$ cat config.mk
export PLATFORM = sky130hd
export DESIGN_NAME = cpu_wrbuf
export DESIGN_NICKNAME = d
export VERILOG_FILES = /design/src/rtl/minimig_cpu_pkg.sv /design/src/rtl/cpu_wrbuf_fifo.sv /design/src/rtl/cpu_wrbuf.sv
export SDC_FILE = /design/constraint.sdc
export NUM_CORES = 1
export LEC_CHECK = 0
export BUFFER_PORTS_ARGS = -buffer_cell sky130_fd_sc_hd__buf_2
export CAP_MARGIN = 20
export CORE_AREA = 2 2 132 134
export CTS_CLUSTER_DIAMETER = 120
export DETAILED_ROUTE_END_ITERATION = 7
export DIE_AREA = 0 0 134 136
export GPL_TIMING_DRIVEN = 0
export PLACE_DENSITY = 0.8
export SYNTH_ARGS = -nofsm -noshare
export SYNTH_HDL_FRONTEND = slang
export SYNTH_HIERARCHICAL = 1
export SYNTH_SLANG_ARGS = --single-unit
$ cat constraint.sdc
create_clock -name sysclk -period 2.8 [get_ports sysclk]
set_input_delay 0.56 -clock sysclk [delete_from_list [all_inputs] [get_ports sysclk]]
set_output_delay 0.56 -clock sysclk [all_outputs]
set_load 0.01 [all_outputs]
$ cat src/rtl/minimig_cpu_pkg.sv
`default_nettype none
// ============================================================================
// minimig_cpu_pkg : shared CPU-bus encodings, write-buffer FSM states, entry type
// Rev 1.0
// ============================================================================
package minimig_cpu_pkg;

  typedef enum logic [1:0] {
    CS_FETCH = 2'b00,
    CS_IDLE  = 2'b01,
    CS_READ  = 2'b10,
    CS_WRITE = 2'b11
  } cpustate_e;

  typedef enum logic [1:0] {
    ST_IDLE     = 2'd0,
    ST_WR_ISSUE = 2'd1,
    ST_WR_GAP   = 2'd2,
    ST_RD_ISSUE = 2'd3
  } wrbuf_state_e;

  typedef struct packed {
    logic [25:1] addr;
    logic        l;
    logic        u;
    logic [15:0] data;
  } wrbuf_entry_t;

  localparam int unsigned WRBUF_ENTRY_W = $bits(wrbuf_entry_t);

  function automatic logic is_read(input logic [1:0] cs);
    return (cs == CS_FETCH) || (cs == CS_READ);
  endfunction

endpackage
`default_nettype wire

$ cat src/rtl/cpu_wrbuf_fifo.sv
`default_nettype none
// ============================================================================
// cpu_wrbuf_fifo : synchronous DEPTH x WIDTH FIFO with occupancy count
// Rev 1.0
// ============================================================================
module cpu_wrbuf_fifo #(
  parameter int DEPTH = 4,
  parameter int WIDTH = 43,
  localparam int AW   = $clog2(DEPTH)
) (
  input  logic             sysclk,
  input  logic             reset_n,
  input  logic             push_i,
  input  logic             pop_i,
  input  logic [WIDTH-1:0] wdata_i,
  output logic [WIDTH-1:0] rdata_o,
  output logic             full_o,
  output logic             empty_o,
  output logic [AW:0]      count_o
);

  logic [WIDTH-1:0] mem_q [DEPTH];
  logic [AW-1:0]    wr_ptr_q;
  logic [AW-1:0]    rd_ptr_q;
  logic [AW:0]      count_q;
  logic             do_push;
  logic             do_pop;

  assign do_push = push_i && !full_o;
  assign do_pop  = pop_i && !empty_o;

  // DEPTH is a power of two, so the pointers wrap by plain overflow.
  always_ff @(posedge sysclk) begin
    if (!reset_n) begin
      wr_ptr_q <= '0;
      rd_ptr_q <= '0;
      count_q  <= '0;
    end else begin
      if (do_push) wr_ptr_q <= wr_ptr_q + AW'(1);
      if (do_pop)  rd_ptr_q <= rd_ptr_q + AW'(1);
      if (do_push && !do_pop)      count_q <= count_q + (AW+1)'(1);
      else if (!do_push && do_pop) count_q <= count_q - (AW+1)'(1);
    end
  end

  always_ff @(posedge sysclk) begin
    if (do_push) mem_q[wr_ptr_q] <= wdata_i;
  end

  assign rdata_o = mem_q[rd_ptr_q];
  assign full_o  = (count_q == (AW+1)'(DEPTH));
  assign empty_o = (count_q == '0);
  assign count_o = count_q;

endmodule
`default_nettype wire

$ cat src/rtl/cpu_wrbuf.sv
`default_nettype none
// ============================================================================
// cpu_wrbuf : posted-write buffer between CPU bus and sdram_ctrl CPU port
// Rev 1.0
// ============================================================================
module cpu_wrbuf
  import minimig_cpu_pkg::*;
#(
  parameter int DEPTH = 4
) (
  input  logic        sysclk,
  input  logic        reset_n,
  input  logic        wrbuf_en,
  input  logic [25:1] cpuAddr,
  input  logic [1:0]  cpustate,
  input  logic        cpu_ncs,
  input  logic        cpuL,
  input  logic        cpuU,
  input  logic [15:0] cpuWR,
  output logic [15:0] cpuRD,
  output logic        cpuena,
  input  logic        enaWRreg,
  output logic [25:1] ramAddr,
  output logic [1:0]  ramstate,
  output logic        ram_ncs,
  output logic        ramL,
  output logic        ramU,
  output logic [15:0] ramWR,
  input  logic [15:0] ramRD,
  input  logic        ramena,
  output logic        wrbuf_empty
);

  localparam int AW = $clog2(DEPTH);

  wrbuf_state_e       state_q;
  logic               ack_pend_q;
  logic [15:0]        cpurd_q;

  wrbuf_entry_t       w_wentry;
  wrbuf_entry_t       w_head;
  logic [WRBUF_ENTRY_W-1:0] w_fifo_rdata;
  logic               w_fifo_full;
  logic               w_fifo_empty;
  logic [AW:0]        w_fifo_count;
  logic               w_accept;
  logic               w_pop;
  logic               w_direct_req;

  assign w_wentry = '{addr: cpuAddr, l: cpuL, u: cpuU, data: cpuWR};
  assign w_head   = wrbuf_entry_t'(w_fifo_rdata);

  assign w_accept = wrbuf_en && (cpustate == CS_WRITE) && !cpu_ncs
                    && !w_fifo_full && !ack_pend_q;
  assign w_pop    = (state_q == ST_WR_ISSUE) && ramena;

  // Requests serviced straight through: reads/fetches, and writes while buffering is off.
  assign w_direct_req = !cpu_ncs && !ack_pend_q
                        && (is_read(cpustate) || (!wrbuf_en && (cpustate == CS_WRITE)));

  cpu_wrbuf_fifo #(
    .DEPTH (DEPTH),
    .WIDTH (WRBUF_ENTRY_W)
  ) u_fifo (
    .sysclk  (sysclk),
    .reset_n (reset_n),
    .push_i  (w_accept),
    .pop_i   (w_pop),
    .wdata_i (w_wentry),
    .rdata_o (w_fifo_rdata),
    .full_o  (w_fifo_full),
    .empty_o (w_fifo_empty),
    .count_o (w_fifo_count)
  );

  always_ff @(posedge sysclk) begin
    if (!reset_n) begin
      state_q    <= ST_IDLE;
      ack_pend_q <= 1'b0;
      cpurd_q    <= '0;
    end else begin
      if (w_accept)                    ack_pend_q <= 1'b1;
      else if (ack_pend_q && enaWRreg) ack_pend_q <= 1'b0;

      case (state_q)
        ST_IDLE: begin
          // Buffered writes always go first so a read never overtakes one.
          if (!w_fifo_empty)     state_q <= ST_WR_ISSUE;
          else if (w_direct_req) state_q <= ST_RD_ISSUE;
        end
        ST_WR_ISSUE: if (ramena) state_q <= ST_WR_GAP;
        ST_WR_GAP:   state_q <= ST_IDLE;
        ST_RD_ISSUE: begin
          if (ramena) begin
            cpurd_q <= ramRD;
            state_q <= ST_IDLE;
          end
        end
        default:     state_q <= ST_IDLE;
      endcase
    end
  end

  always_comb begin
    ram_ncs  = 1'b1;
    ramstate = CS_IDLE;
    ramAddr  = '0;
    ramL     = 1'b1;
    ramU     = 1'b1;
    ramWR    = '0;
    case (state_q)
      ST_WR_ISSUE: begin
        ram_ncs  = 1'b0;
        ramstate = CS_WRITE;
        ramAddr  = w_head.addr;
        ramL     = w_head.l;
        ramU     = w_head.u;
        ramWR    = w_head.data;
      end
      ST_RD_ISSUE: begin
        ram_ncs  = 1'b0;
        ramstate = cpustate;
        ramAddr  = cpuAddr;
        ramL     = cpuL;
        ramU     = cpuU;
        ramWR    = cpuWR;
      end
      default: ;
    endcase
  end

  assign cpuena      = ack_pend_q || ((state_q == ST_RD_ISSUE) && ramena);
  assign cpuRD       = (state_q == ST_RD_ISSUE) ? ramRD : cpurd_q;
  assign wrbuf_empty = w_fifo_empty && (state_q != ST_WR_ISSUE);

endmodule
`default_nettype wire
==> results.py <==
metrics = {
    "final_layout": {
        "fillers": 1274,
        "areaGrowthSynthToFinish_pct": 19.1,
        "final_cell_area_mm2": 0.0100,
        "drive_gt1_share_pct": 39.5,
        "diodes": 0,
        "final_core_util_pct": 59.3,
        "finalNonFillerCells": 873,
        "layout.nets": 708,
    },
    "placed_design": {
        "hpwl_mm": 11.4,
        "finalWeightedCongestion": 0.778,
        "port-buffer-count": 130,
        "placed_cell_area_mm2": 0.00942,
        "dpl.cell_count": 842,
    },
    "floorplanning": {
        "die-width_um": 134,
        "rows": 48,
        "core-area_mm2": 0.0169,
        "die_area_mm2": 0.0182,
        "die_h_um": 136,
        "num_io_pins": 131,
        "initial_utilization_pct": 49.8,
    },
    "global_routing": {
        "antenna_found_initial": 0,
        "grt_usage_pct": 19.2,
        "grt_use_met3_pct": 3.69,
        "grt_use_met2_pct": 32.9,
        "grt_max_degree": 30,
        "gr-max-usage-layer": "met2",
        "grt_pass1_wl_mm": 26.2,
        "overflow": 0,
        "grt_use_met1_pct": 24.5,
        "grt_pass1_vias": 4923,
    },
    "power": {
        "pwr_density_cell_mw_per_mm2": 626,
        "power.total_w": 0.00626,
        "p_leak_nw": 3.59,
        "peakVddDrop_uv": 451,
    },
    "sta": {
        "worstMarginPinSlew_ns": 0.655,
        "rsz0062_at_grt": "false",
        "setup_viol": 0,
        "fmax_mhz": 373,
        "slew_viol_final": 0,
        "hold_viol_final": 0,
        "clock_skew_ns": 0.0101,
        "maxSlewHeadroom_pct": 56.3,
        "fin_crit_sh_pct": 95.6,
        "period_needed_ns": 2.68,
    },
    "cts": {
        "worstSkewPairLatency_ns": 0.43,
        "cts_inserted_buffers": 17,
        "cts_setup_buffers": 0,
        "cts_tree": "yes",
        "clockBufferDepth": 2,
        "path_clk_slew_ns": 0.07,
        "cts.sinks": 200,
        "root_buffer": "clkbuf_16",
        "htree_levels": 4,
    },
    "routing": {
        "firstDrtPassIters": 4,
        "via_per_inst": 5.45,
        "wl_per_cell_um": 19.4,
        "drt_wl_total_mm": 16.9,
        "drcViolationCount": 0,
        "drt_iter0_drc": 294,
        "dr_total_vias": 4755,
        "ant_nets": 0,
    },
    "yosys": {
        "yosysMostFrequentCell": "edfxtp_1",
        "netlist_top_cells_count": "edfxtp_1 (172), mux2i_1 (47), nor2_1 (41)",
        "yosys-top-cells-area": "edfxtp_1 (62%), mux4_2 (11%), dfxtp_1 (6.7%), mux2i_1 (5.6%), mux2_2 (2.1%)",
        "ys.warnings.count": 6,
        "yosys.area.top_type": "edfxtp_1",
        "synth_edf_count": 172,
        "ys_types": 41,
        "ys.flop_type": "edfxtp_1",
        "syn_avg_cell_area_um2": 17.4,
        "synthArstFlopShare_pct": 0,
        "ys_ff_latch": 200,
        "synthesis.nets": 556,
        "synth_top_cell_area_share_pct": 61.5,
        "seq_area_frac_synth_pct": 68.2,
        "netlist_area_mm2": 0.00840,
        "syn-instance-count": 483,
    },
    "worst_setup_path": {
        "ff2ff_path_depth": 11,
        "r2r_setup_slack_ns": 0.12,
        "critical_path.cell_chain": "nor3b_2 > nand4b_1 > nor3_1 > nor2b_1 > buf_6 > ha_1 > inv_1 > fa_1 > xor2_1 > or3_1 > a21boi_0",
        "end_kind": "flop",
        "critical_path_class": "reg2reg",
        "required_ns": 3.14,
        "crit_family": "simple AND/OR/NAND/NOR gates",
        "start_kind": "flop",
        "worst-path-buf-inv": 2,
        "r2r-start": "u_fifo/count_o[2]",
        "path_max_fanout": 7,
        "critPathArrivalTime_ns": 3.02,
        "r2r_end": "u_fifo/count_o[2]",
        "max_stage_delay_ns": 0.37,
        "cpMaxStageDelayCell": "fa_1",
    },
    "hold_path": {
        "hp-start": "cpuAddr[14]",
        "holdPathStages": 1,
        "worstHoldPathType": "in2reg",
        "hold_end": "u_fifo/mem_q[2][31]",
    },
    "job": {
        "drv_cap": 0,
    },
    "status": {
        "status": "completed",
    },
}
## repair_timing
item | 4_1_cts | 5_1_grt
hold buffers | 0 | 0
endpoints found under the hold margin | 0 | 0
gates resized for setup | 0 | 3
setup endpoints to repair | 0 | 32
## metrics by stage
step	hold slack (ns)	setup TNS (ns)	setup WS, ns
after floorplan	0.432	0	0.196
after global placement	0.441	-127.03	-0.747
after detailed placement	0.451	0	0.0167
after CTS	0.338	0	0.0390
after global routing	0.345	0	0.0152
final	0.356	0	0.122
## layout make-up
class / count / area [µm²] / share of cell area (%)
Buffer: 27 / 218 / 2.18
Clock buffer: 17 / 425 / 4.25
Clock inverter: 15 / 158 / 1.58
Inverter: 5 / 18.8 / 0.188
Multi-Input combinational cell: 250 / 2440 / 24.4
Sequential cell: 200 / 5730 / 57.3
Tap cell: 225 / 282 / 2.82
Timing Repair Buffer: 134 / 731 / 7.31
## flip-flops by register name (all words and copies together) (netlist names), named ones only
signal and cells:
u_fifo/mem_q 172, cpurd_q 16, u_fifo/count_o 3, state_q 2, u_fifo/rd_ptr_q 2, u_fifo/wr_ptr_q 2
ack_pend_q 1
## worst max-delay path by stage
stage | startpoint | to | cells after the start | slack, ns
after floorplan | u_fifo/count_o[0] | u_fifo/mem_q[2][0] | 6 | 0.20
after global routing | state_q[0] | ramAddr[12] | 5 | 0.02
final | u_fifo/count_o[2] | u_fifo/count_o[2] | 11 | 0.12
after global placement | cpustate[0] | u_fifo/mem_q[0][15] | 6 | -0.75
after detailed placement | cpustate[0] | u_fifo/count_o[2] | 11 | 0.02
after CTS | flop | ramWR[3] | 6 | 0.04
## routing by layer
layer	vias up	wire, µm
met5	-	0
met4	0	326
met3	24	725
met2	133	8720
met1	2428	7160
li1	2170	-
## where the power goes
part	internal, W	switching [W]
Combinational	0.000257	0.000332
Clock	0.00126	0.00114
Sequential	0.00326	0.0000150
## layout by cell type, fill, tap and decap left out, types with 4 or more instances in the layout
master     netlist  layout
dfxtp_1         28      26
nand2_1         40      40
clkbuf_16        0      17
edfxtp_1       172     172
mux2_2          16      16
nor2_1          41      41
mux2i_1         47      47
buf_12           4       8
buf_4            5       5
ha_1             5       5
mux4_2          40      40
a21boi_0        14      14
inv_6            0       6
a21boi_1         4       4
and2_2           0       4
inv_1            4       4
buf_2           12     141
clkbuf_1         5       4
and2_1           9       5
## cells by family (layout without fill, tap and decap cells)
group | after synthesis | after routing | synth area share, %
compound gates | 27 | 27 | 2.46
xor+xnor | 4 | 4 | 0.417
fa+ha+maj | 6 | 6 | 0.983
buf+inv | 33 | 198 | 2.83
flops | 200 | 200 | 68.2
mux | 106 | 106 | 19.4
simple gates | 107 | 107 | 5.72
Note: power is estimated with default switching activity, not from simulation.
